<file path="config.mk">
export PLATFORM = sky130hd
export DESIGN_NAME = mem_request_bridge
export DESIGN_NICKNAME = d
export VERILOG_FILES = /design/src/rtl/mem_request_bridge.sv
export SDC_FILE = /design/constraint.sdc
export NUM_CORES = 1
export LEC_CHECK = 0
export CORE_AREA = 2 2 159 161
export CTS_CLUSTER_DIAMETER = 50
export DETAILED_ROUTE_END_ITERATION = 8
export DIE_AREA = 0 0 161 163
export SLEW_MARGIN = 15
export SYNTH_ARGS = -nofsm -noshare
export SYNTH_HDL_FRONTEND = slang
export SYNTH_SLANG_ARGS = --single-unit
</file>
<file path="constraint.sdc">
create_clock -name clk -period 3.53 [get_ports clk]
set_input_delay 0.353 -clock clk [delete_from_list [all_inputs] [get_ports clk]]
set_output_delay 0.353 -clock clk [all_outputs]
set_load 0.1 [all_outputs]
</file>
<file path="src/rtl/mem_request_bridge.sv">
// mem_request_bridge: turns one held 32-bit core request into a single-line MIG DDR3 access plus one response pulse.
// Define MEM_LINE_CACHE_EN to add a one-line read buffer that serves repeat reads without MIG traffic.
module mem_request_bridge #(
    parameter int ADDR_WIDTH     = 28,
    parameter int APP_DATA_WIDTH = 128,
    parameter int APP_MASK_WIDTH = 16
) (
    input  logic                      clk,
    input  logic                      reset,
    input  logic                      init_calib_complete,
    input  logic                      req_valid,
    input  logic                      req_wren,
    input  logic                      req_rden,
    input  logic [31:0]               req_addr,
    input  logic [31:0]               req_wdata,
    output logic                      req_ready,
    output logic                      resp_valid,
    output logic [31:0]               resp_rdata,
    output logic [ADDR_WIDTH-1:0]     app_addr,
    output logic [2:0]                app_cmd,
    output logic                      app_en,
    input  logic                      app_rdy,
    output logic [APP_DATA_WIDTH-1:0] app_wdf_data,
    output logic [APP_MASK_WIDTH-1:0] app_wdf_mask,
    output logic                      app_wdf_wren,
    output logic                      app_wdf_end,
    input  logic                      app_wdf_rdy,
    input  logic [APP_DATA_WIDTH-1:0] app_rd_data,
    input  logic                      app_rd_data_valid
);
    localparam logic [2:0] CMD_WR = 3'b000;
    localparam logic [2:0] CMD_RD = 3'b001;

    typedef enum logic [2:0] {INIT, IDLE, RD, RD_WAIT, WR, RESP} state_t;

    state_t                    state_q, state_d;
    logic                      req_ready_q, req_ready_d;
    logic                      resp_valid_q, resp_valid_d;
    logic [31:0]               resp_rdata_q, resp_rdata_d;
    logic [ADDR_WIDTH-1:0]     app_addr_q, app_addr_d;
    logic [2:0]                app_cmd_q, app_cmd_d;
    logic                      app_en_q, app_en_d;
    logic                      app_wdf_wren_q, app_wdf_wren_d;
    logic [APP_DATA_WIDTH-1:0] app_wdf_data_q, app_wdf_data_d;
    logic [APP_MASK_WIDTH-1:0] app_wdf_mask_q, app_wdf_mask_d;
    logic [1:0]                lane_q, lane_d;
    logic [1:0]                req_lane;
    logic                      accept;
    logic                      unused_ok;

`ifdef MEM_LINE_CACHE_EN
    logic [APP_DATA_WIDTH-1:0] line_q, line_d;
    logic [27:0]               tag_q, tag_d, fill_tag_q, fill_tag_d;
    logic                      line_valid_q, line_valid_d;
    logic                      hit;
    assign hit = line_valid_q && tag_q == req_addr[31:4];
`endif

    assign req_lane  = req_addr[3:2];
    assign accept    = state_q == IDLE && req_ready_q && req_valid;
    assign unused_ok = ^{req_addr[31:ADDR_WIDTH+1], req_addr[1:0]};

    always_comb begin
        state_d        = state_q;
        resp_valid_d   = 1'b0;
        resp_rdata_d   = resp_rdata_q;
        app_addr_d     = app_addr_q;
        app_cmd_d      = app_cmd_q;
        app_en_d       = app_en_q;
        app_wdf_wren_d = app_wdf_wren_q;
        app_wdf_data_d = app_wdf_data_q;
        app_wdf_mask_d = app_wdf_mask_q;
        lane_d         = lane_q;
`ifdef MEM_LINE_CACHE_EN
        line_d         = line_q;
        tag_d          = tag_q;
        fill_tag_d     = fill_tag_q;
        line_valid_d   = line_valid_q;
`endif
        case (state_q)
            INIT: state_d = init_calib_complete ? IDLE : INIT;
            IDLE: begin
                if (accept) begin
                    lane_d     = req_lane;
                    app_addr_d = {req_addr[ADDR_WIDTH:4], 3'b000};
                    if (req_wren) begin
                        state_d        = WR;
                        app_cmd_d      = CMD_WR;
                        app_en_d       = 1'b1;
                        app_wdf_wren_d = 1'b1;
                        app_wdf_data_d = {(APP_DATA_WIDTH/32){req_wdata}};
                        app_wdf_mask_d = ~(APP_MASK_WIDTH'(4'hF) << {req_lane, 2'b00});
`ifdef MEM_LINE_CACHE_EN
                        if (hit) line_d[{req_lane, 5'd0} +: 32] = req_wdata;
`endif
                    end else if (req_rden) begin
                        state_d   = RD;
                        app_cmd_d = CMD_RD;
                        app_en_d  = 1'b1;
`ifdef MEM_LINE_CACHE_EN
                        fill_tag_d = req_addr[31:4];
                        if (hit) begin
                            state_d      = RESP;
                            app_en_d     = 1'b0;
                            resp_rdata_d = line_q[{req_lane, 5'd0} +: 32];
                        end
`endif
                    end else begin
                        state_d = RESP;
                    end
                end
            end
            RD: begin
                if (app_rdy) begin
                    app_en_d = 1'b0;
                    state_d  = RD_WAIT;
                end
            end
            RD_WAIT: begin
                if (app_rd_data_valid) begin
                    resp_rdata_d = app_rd_data[{lane_q, 5'd0} +: 32];
                    state_d      = RESP;
`ifdef MEM_LINE_CACHE_EN
                    line_d       = app_rd_data;
                    tag_d        = fill_tag_q;
                    line_valid_d = 1'b1;
`endif
                end
            end
            WR: begin
                // command and data strobes retire independently; leave once both are gone
                app_en_d       = app_en_q & ~app_rdy;
                app_wdf_wren_d = app_wdf_wren_q & ~app_wdf_rdy;
                if (!app_en_d && !app_wdf_wren_d) state_d = RESP;
            end
            RESP: begin
                resp_valid_d = 1'b1;
                state_d      = IDLE;
            end
            default: state_d = INIT;
        endcase
        // ready stays low during the response pulse so a still-held request is not re-sampled
        req_ready_d = state_d == IDLE && !resp_valid_d;
    end

    always_ff @(posedge clk) begin
        if (reset) begin
            state_q        <= INIT;
            req_ready_q    <= 1'b0;
            resp_valid_q   <= 1'b0;
            resp_rdata_q   <= '0;
            app_addr_q     <= '0;
            app_cmd_q      <= CMD_RD;
            app_en_q       <= 1'b0;
            app_wdf_wren_q <= 1'b0;
            app_wdf_data_q <= '0;
            app_wdf_mask_q <= '1;
            lane_q         <= '0;
`ifdef MEM_LINE_CACHE_EN
            line_q         <= '0;
            tag_q          <= '0;
            fill_tag_q     <= '0;
            line_valid_q   <= 1'b0;
`endif
        end else begin
            state_q        <= state_d;
            req_ready_q    <= req_ready_d;
            resp_valid_q   <= resp_valid_d;
            resp_rdata_q   <= resp_rdata_d;
            app_addr_q     <= app_addr_d;
            app_cmd_q      <= app_cmd_d;
            app_en_q       <= app_en_d;
            app_wdf_wren_q <= app_wdf_wren_d;
            app_wdf_data_q <= app_wdf_data_d;
            app_wdf_mask_q <= app_wdf_mask_d;
            lane_q         <= lane_d;
`ifdef MEM_LINE_CACHE_EN
            line_q         <= line_d;
            tag_q          <= tag_d;
            fill_tag_q     <= fill_tag_d;
            line_valid_q   <= line_valid_d;
`endif
        end
    end

    assign req_ready    = req_ready_q;
    assign resp_valid   = resp_valid_q;
    assign resp_rdata   = resp_rdata_q;
    assign app_addr     = app_addr_q;
    assign app_cmd      = app_cmd_q;
    assign app_en       = app_en_q;
    assign app_wdf_wren = app_wdf_wren_q;
    assign app_wdf_data = app_wdf_data_q;
    assign app_wdf_mask = app_wdf_mask_q;
    assign app_wdf_end  = 1'b1;
endmodule

</file>
== Word-level counts from Yosys, hierarchy flattened ==
Cells that the tools add are included.

* Bits in registers: 213
* Input bits: 201
* Output and inout port bits: 212
* Word-level logic and storage cells: 64

* Equal/unequal tests: 10
* Shift operators: 2
* Multiplexer cells: 19
* Bitwise gates (word level): 5
* Reduce and logical (&&, ||, !) cells: 17

{| class="wikitable"
|+ Operators with widths
! operator !! number
|-
| 128-bit by 8-bit indexed part select with 32-bit output || 1
|-
| 3-bit two-way mux || 8
|-
| 3-bit case mux with 6 select lines || 1
|-
| 16-bit NOT || 1
|-
| 4-bit by 4-bit << shifter with 16-bit output (first input constant) || 1
|-
| 3-bit AND reduction || 3
|-
| 1-bit two-way mux || 8
|-
| 3-bit by 1-bit equality test with 1-bit output (second input constant) || 2
|-
| 3-bit by 2-bit equality test with 1-bit output (second input constant) || 2
|-
| 3-bit equality test (second input constant) || 2
|-
| 2-bit != test (second input constant) || 3
|-
| 1-bit logical AND || 4
|-
| 2-bit AND reduction || 2
|-
| 4-bit AND reduction || 1
|-
| 2-bit nonzero test || 2
|-
| 1-bit logical NOT || 3
|-
| 3-bit logical NOT || 1
|-
| 3-bit != test (second input constant) || 1
|-
| 1-bit case mux with 3 select lines || 1
|-
| 3-bit nonzero test || 1
|-
| 1-bit bitwise AND || 2
|-
| 1-bit NOT || 2
|-
| 1-bit case mux with 2 select lines || 1
|}

== Logic depth before layout (Yosys ltp) ==
Gate-level depths: netlist of the first run.

* Depth in word-level cells: 8
* Mapped depth: 7
* Depth with buffers taken out: 3

== Worst setup path before layout of the first run ==
No wires, ideal clock.

* Path kind: register -> register
* Start: register req_ready_q, in the netlist req_ready
* End: register app_wdf_data_q[125], in the netlist app_wdf_data[125]
* Library setup time: 0.132 ns
* Arrival: 1.828 ns
* Data required time: 3.398 ns
* Path slack: 1.570 ns
* Stages on the path, launching flop included: 6
* Buffers on the path: 2
* Clock period less this slack: 1.960 ns
* Cell sequence: dfxtp_1 > nand3b_1 > buf_2 > clkbuf_1 > o31ai_1 > a21oi_1

* Word-level cells in the longest chain between the ends: 3

{| class="wikitable"
|+ RTL lines
! item !! RTL line !! RTL
|-
| from (decl) || 37 || <nowiki>logic req_ready_q, req_ready_d;</nowiki>
|-
| from (signal assigned) || 167 || <nowiki>req_ready_q <= req_ready_d;</nowiki>
|-
| 1-bit logical AND (2 in series) || 60 || <nowiki>assign accept = state_q == IDLE && req_ready_q && req_valid;</nowiki>
|-
| 3-bit AND reduction (no source line) || - ||
|-
| to (signal assigned) || 174 || <nowiki>app_wdf_data_q <= app_wdf_data_d;</nowiki>
|-
| to (decl) || 44 || <nowiki>logic [APP_DATA_WIDTH-1:0] app_wdf_data_q, app_wdf_data_d;</nowiki>
|}

No other way between the ends.
A chain may end at the register's enable or synchronous reset.

==> reports/metrics.cfg, run 1 <==
[global_route]
grt.total_usage_pct = 14.7
grt_max_degree = 56
overflow = 0
antenna_found_initial = 0
grt_pass1_wl_um = 30500
first_global_vias = 5351

[synthesis]
syn_avg_cell_area_sq_um = 8.89
async_flop_share_pct = 0
ys_seq_area_share_pct = 35.9
synth_edf_count = 0
yosysWarnings = 0
syn_area_sq_mm = 0.00574
syn_inst = 646
ys.flop_type = dfxtp_1
synth-seq-cells = 103
ys_types = 35

[drt]
antenna_left = 0
wire_per_inst_um = 16.6
firstDrtPassIters = 4
route.detailed.drc = 0
vias = 5620
viasPerCell = 4.57
wirelength_um = 20400
drtIter0Drc = 377

[power]
ir_drop_uv = 154
totalPowerFinal_mw = 3.16
cellLeakagePower_nw = 3.00
powerDensity_mw_per_mm2 = 336

[outcome]
outcome = finished clean

[timing]
worst_pin_slew_ps = 1090
slew_headroom_pct = 27.0
post-route-period-util_pct = 66.5
finalSetupViolations = 0
hold_slack_ps = 362
hold_violations = 0
clock_skew_ps = 9.60
period_needed_ps = 2350
setup_ws_ps = 1180
slew_viol_final = 0
tns_ps = 0
clock.fmax_ghz = 0.426
rsz0062_at_grt = no

[clocking]
clkSlewWorstSetupHoldPaths_ps = 80
h-tree-depth = 3
cts_tree = yes
clock_latency_ps = 360
cts_resized = 0
numCtsBuffers = 9
clock_tree.root_cell = clkbuf_16
post-cts-setup-buffers = 0
cts_hold_buf = 0
cts.sink_count = 103
cts_buffer_depth = 2

[critical_path]
start_kind = register
crit_arrival_ps = 2000
cp_num_buf_inv = 1
critical_path_class = register to output port
worst-endpoint-required_ps = 3180
worstPathCellList = clkdlybuf4s50_1
cp_max_fo = 5
max_stage_delay_ps = 1190
endpoint_kind = output port
critPathSlowestCell = clkdlybuf4s50_1
path_delay_family = buffers and inverters

[layout]
fin_nets = 1096
num_antenna_cells = 0
stdcell_area_sq_mm = 0.00939
layout_commonest_cell = clkdlybuf4s50_1
num-fill-cells = 2518
layout_common_cells = clkdlybuf4s50_1, dfxtp_1, a21oi_1
drive_gt1_share_pct = 7.44
syn_to_final_growth_pct = 63.5

[min_path]
min_path_type = primary input to register

[floorplanning]
start_util_pct = 23.3
row_count = 58
core-area_sq_mm = 0.0247
die-area_sq_mm = 0.0262
die_h_um = 163
ioPinCount = 413
fp.dieW_um = 161

[placed_design]
place_area_sq_mm = 0.00911
port_buffers = 401
place_ws_ps = 1300
place.gp.congestion = 0.732
dpl.hpwl_um = 15100

[run]
drv_cap = 0

==> state kept, by name (all words and copies together), names as in the netlist <==
signal,count
resp_valid,1
app_en,1
app_wdf_data,32
app_cmd,1
app_addr,25
app_wdf_mask,4
app_wdf_wren,1
lane_q,2
state_q,3
resp_rdata,32
req_ready,1
==> where the power goes <==
group          switching [mW]  internal (mW)
Sequential             0.0282           1.19
Combinational           0.616          0.347
Clock                   0.493          0.490
Total                    1.14           2.02
==> cell type report <==
type                    instances  area (sq um)  area share [%]
repair buffers                413          4110            43.8
inverters                       4          15.0           0.160
clock inverters                 7          55.1           0.586
multi-input cells             364          2510            26.7
clock buffers                   9           225            2.40
well taps                     330           413            4.40
flip-flops and latches        103          2060            22.0
==> synth_stat cells (3+ instances only) <==
| cell type | count | area (sq um) |
|---|---|---|
| buf_4 | 119 | 893 |
| dfxtp_1 | 103 | 2060 |
| a21oi_1 | 94 | 470 |
| nand2_1 | 65 | 244 |
| o21ai_0 | 34 | 170 |
| mux4_2 | 32 | 721 |
| nand4_1 | 32 | 200 |
| o31ai_1 | 32 | 240 |
| nand3_1 | 30 | 150 |
| buf_2 | 27 | 135 |
| clkbuf_1 | 26 | 97.6 |
| a31oi_1 | 7 | 43.8 |
| nand2b_1 | 6 | 37.5 |
| buf_6 | 4 | 45.0 |
| buf_1 | 3 | 11.3 |
| inv_1 | 3 | 11.3 |
| nor4_1 | 3 | 18.8 |
==> routing by layer <==
| metal | routed length [um] | vias to the layer above | global-route usage, % | share of wire, % |
|---|---|---|---|---|
| met5 | 0 | - | 0 | 0 |
| met4 | 314 | 0 | 3.98 | 1.5 |
| met3 | 1480 | 17 | 3.67 | 7.2 |
| met2 | 10700 | 267 | 27.1 | 52 |
| met1 | 7900 | 2643 | 17.0 | 39 |
| li1 | - | 2693 | - | - |
==> kinds of logic (layout without fill, tap and decap cells) <==
kind of cell,count (synthesis),count (layout),synth area share [%]
muxes,32,32,12.5
other,2,6,0.131
buffers and inverters,183,433,20.8
DFF,103,103,35.9
and+or+nand+nor,153,153,13.6
xor gates and xnor gates,1,1,0.153
AOI/OAI and AO/OA,172,172,16.9
==> stage by stage <==
| stage | utilization [%] | cells |
|---|---|---|
| 5_1_grt | 38.1 | 1230 |
| 2_1_floorplan | - | 650 |
| 3_5_place_dp | 36.9 | 1214 |
| 6_report | 38.1 | 1230 |
| 4_1_cts | 38.1 | 1230 |
| 3_3_place_gp | 36.9 | 1214 |
==> path summary, 6_finish.rpt <==
check / to / slack (ps) / depth (start not counted) / start
setup / recovery: app_wdf_data[22] / 1180 / 1 / app_wdf_data[118]
hold / removal: resp_rdata[10] / 360 / 2 / reset
setup reg to reg: app_wdf_data[105] / 1320 / 4 / state_q[1]
hold reg to reg: resp_rdata[18] / 450 / 2 / resp_rdata[18]
(Power assumes the default switching activity.)
==> run 2: changes to the inputs <==
--- a/config.mk
+++ b/config.mk
@@ -5,10 +5,10 @@
 export SDC_FILE = /design/constraint.sdc
 export NUM_CORES = 1
 export LEC_CHECK = 0
-export CORE_AREA = 2 2 159 161
+export CORE_AREA = 2 2 161 163
 export CTS_CLUSTER_DIAMETER = 50
 export DETAILED_ROUTE_END_ITERATION = 8
-export DIE_AREA = 0 0 161 163
+export DIE_AREA = 0 0 163 165
 export SLEW_MARGIN = 15
 export SYNTH_ARGS = -nofsm -noshare
 export SYNTH_HDL_FRONTEND = slang
==> constraint.sdc (replaced) <==
create_clock -name clk -period 2.2 [get_ports clk]
set_input_delay 0.22 -clock clk [delete_from_list [all_inputs] [get_ports clk]]
set_output_delay 0.22 -clock clk [all_outputs]
set_load 0.1 [all_outputs]
==> reports/metrics.cfg, run 2 (same netlist as run 1, synthesis figures left out) <==
[critical_path]
worst_r2r_endpoint = resp_rdata[3]
critical_path_class = register to register
endpoint = resp_rdata[3]
worst-endpoint-required_ps = 2420
endpoint_kind = register
cp_max_fo = 11
startpoint = lane_q[0]
r2r_start = lane_q[0]
start_kind = register
reg2regPathDepth = 4
crit_arrival_ps = 1930
reg2reg_slack_ps = 490

[timing]
hold_violations = 0
finalSetupViolations = 0
post-route-period-util_pct = 77.6
rsz0062_at_grt = no
clock_skew_ps = 8.45
period_needed_ps = 1710
tns_ps = 0
slew_viol_final = 0
clock.fmax_ghz = 0.586

[clocking]
h-tree-depth = 3
clkSlewWorstSetupHoldPaths_ps = 80
post-cts-setup-buffers = 0
cts_tree = yes
cts_hold_buf = 0
cts.sink_count = 103
numCtsBuffers = 9
clock_tree.root_cell = clkbuf_16
cts_buffer_depth = 2
cts_resized = 0
clock_latency_ps = 350

[floorplanning]
ioPinCount = 413
core-area_sq_mm = 0.0250
fp.dieW_um = 163
start_util_pct = 22.9
die-area_sq_mm = 0.0269
row_count = 58
die_h_um = 165

[placed_design]
place.gp.congestion = 0.737
dpl.hpwl_um = 15300
port_buffers = 401

[global_route]
grt_max_degree = 90
overflow = 0
antenna_found_initial = 4
grt_pass1_wl_um = 30300
first_global_vias = 5443
grt.total_usage_pct = 14.5

[power]
swShare_pct = 35.6
seqPwrFrac_pct = 36.9
p_sw_mw = 1.88
cellLeakagePower_nw = 3.46
powerDensity_mw_per_mm2 = 583
comb_power_share_pct = 29.7
clock_power_share_pct = 33.4
totalPowerFinal_mw = 5.27
p_int_mw = 3.39
ir_drop_uv = 380

[min_path]
holdPathStages = 2
min_path_type = primary input to register

[drt]
drtIter0Drc = 307
route.detailed.drc = 0
antenna_left = 0
viasPerCell = 4.59
firstDrtPassIters = 4
wirelength_um = 20700
wire_per_inst_um = 16.7
vias = 5687

[run]
drv_cap = 0

[outcome]
outcome = finished clean

[layout]
layout_common_cells = buf_4, clkdlybuf4s50_1, dfxtp_1
syn_to_final_growth_pct = 57.3
drive_gt1_share_pct = 30.8
fin_nets = 1102
finish.utilization_pct = 36.1
layout_commonest_cell = buf_4

run 2: cell types whose count changed in the layout (fill, tap and decap cells not counted):
cell and delta:
clkinvlp_4 -1, diode_2 +2, clkinv_8 +2, clkinv_4 +1, buf_4 +207, bufinv_16 +1
buf_12 +5, clkdlybuf4s50_1 -206, inv_6 -1, clkinv_2 -2
run 2: cell type report:
| type | instances | area [sq um] |
|---|---|---|
| antenna | 2 | 5.00 |
| multi-input combinational | 364 | 2510 |
| clock inverter | 7 | 100 |
| tap | 330 | 413 |
| fill | 2626 | 16000 |
| timing repair buffer | 419 | 3700 |
| clock buffer | 9 | 225 |
| inverter | 4 | 15.0 |
| sequential | 103 | 2060 |
run 2: stage by stage:
step                worst slack (ps)  area, sq um  hold slack [ps]  instances
floorplan                        240         5760              368        650
finish                           493         9030              126       1238
detailed placement               426         8700              447       1220
global route                     395         9030              124       1236
CTS                              458         9030              108       1236
global placement                 461         8700              443       1220
run 2: how the worst min path moves through the flow:
| stage | from | to | slack [ps] |
|---|---|---|---|
| detailed placement | resp_rdata[20] | resp_rdata[20] | 450 |
| CTS | reset | lane_q[0] | 110 |
| global route | reset | lane_q[0] | 120 |
| global placement | resp_rdata[26] | resp_rdata[26] | 440 |
| floorplan | req_addr[11] | app_addr[10] | 370 |
| finish | reset | lane_q[0] | 130 |
run 2: routing by layer:
layer	vias to the layer above	part of all wire (%)	global-route usage [%]	wire (um)
li1	2718	-	-	-
met1	2683	37	15.6	7650
met2	262	52	26.9	10800
met3	20	9.2	5.22	1920
met4	4	1.5	3.70	303
met5	-	0.14	0	30
run 2: critical path, cell delays in order (launching register included):
cell and delay (ps):
dfxtp_2 620, buf_4 270, mux4_2 530, nand2_1 80
a21oi_1 60
run 2: power groups by stage:
| stage | sequential, mW | combinational, mW | clock (mW) |
|---|---|---|---|
| after floorplan | 2.22 | 0.774 | 0 |
| after global placement | 1.99 | 1.57 | 0 |
| after detailed placement | 1.99 | 1.57 | 0 |
| after CTS | 1.95 | 1.57 | 1.83 |
| after global routing | 1.95 | 1.64 | 1.91 |
| final | 1.95 | 1.56 | 1.76 |
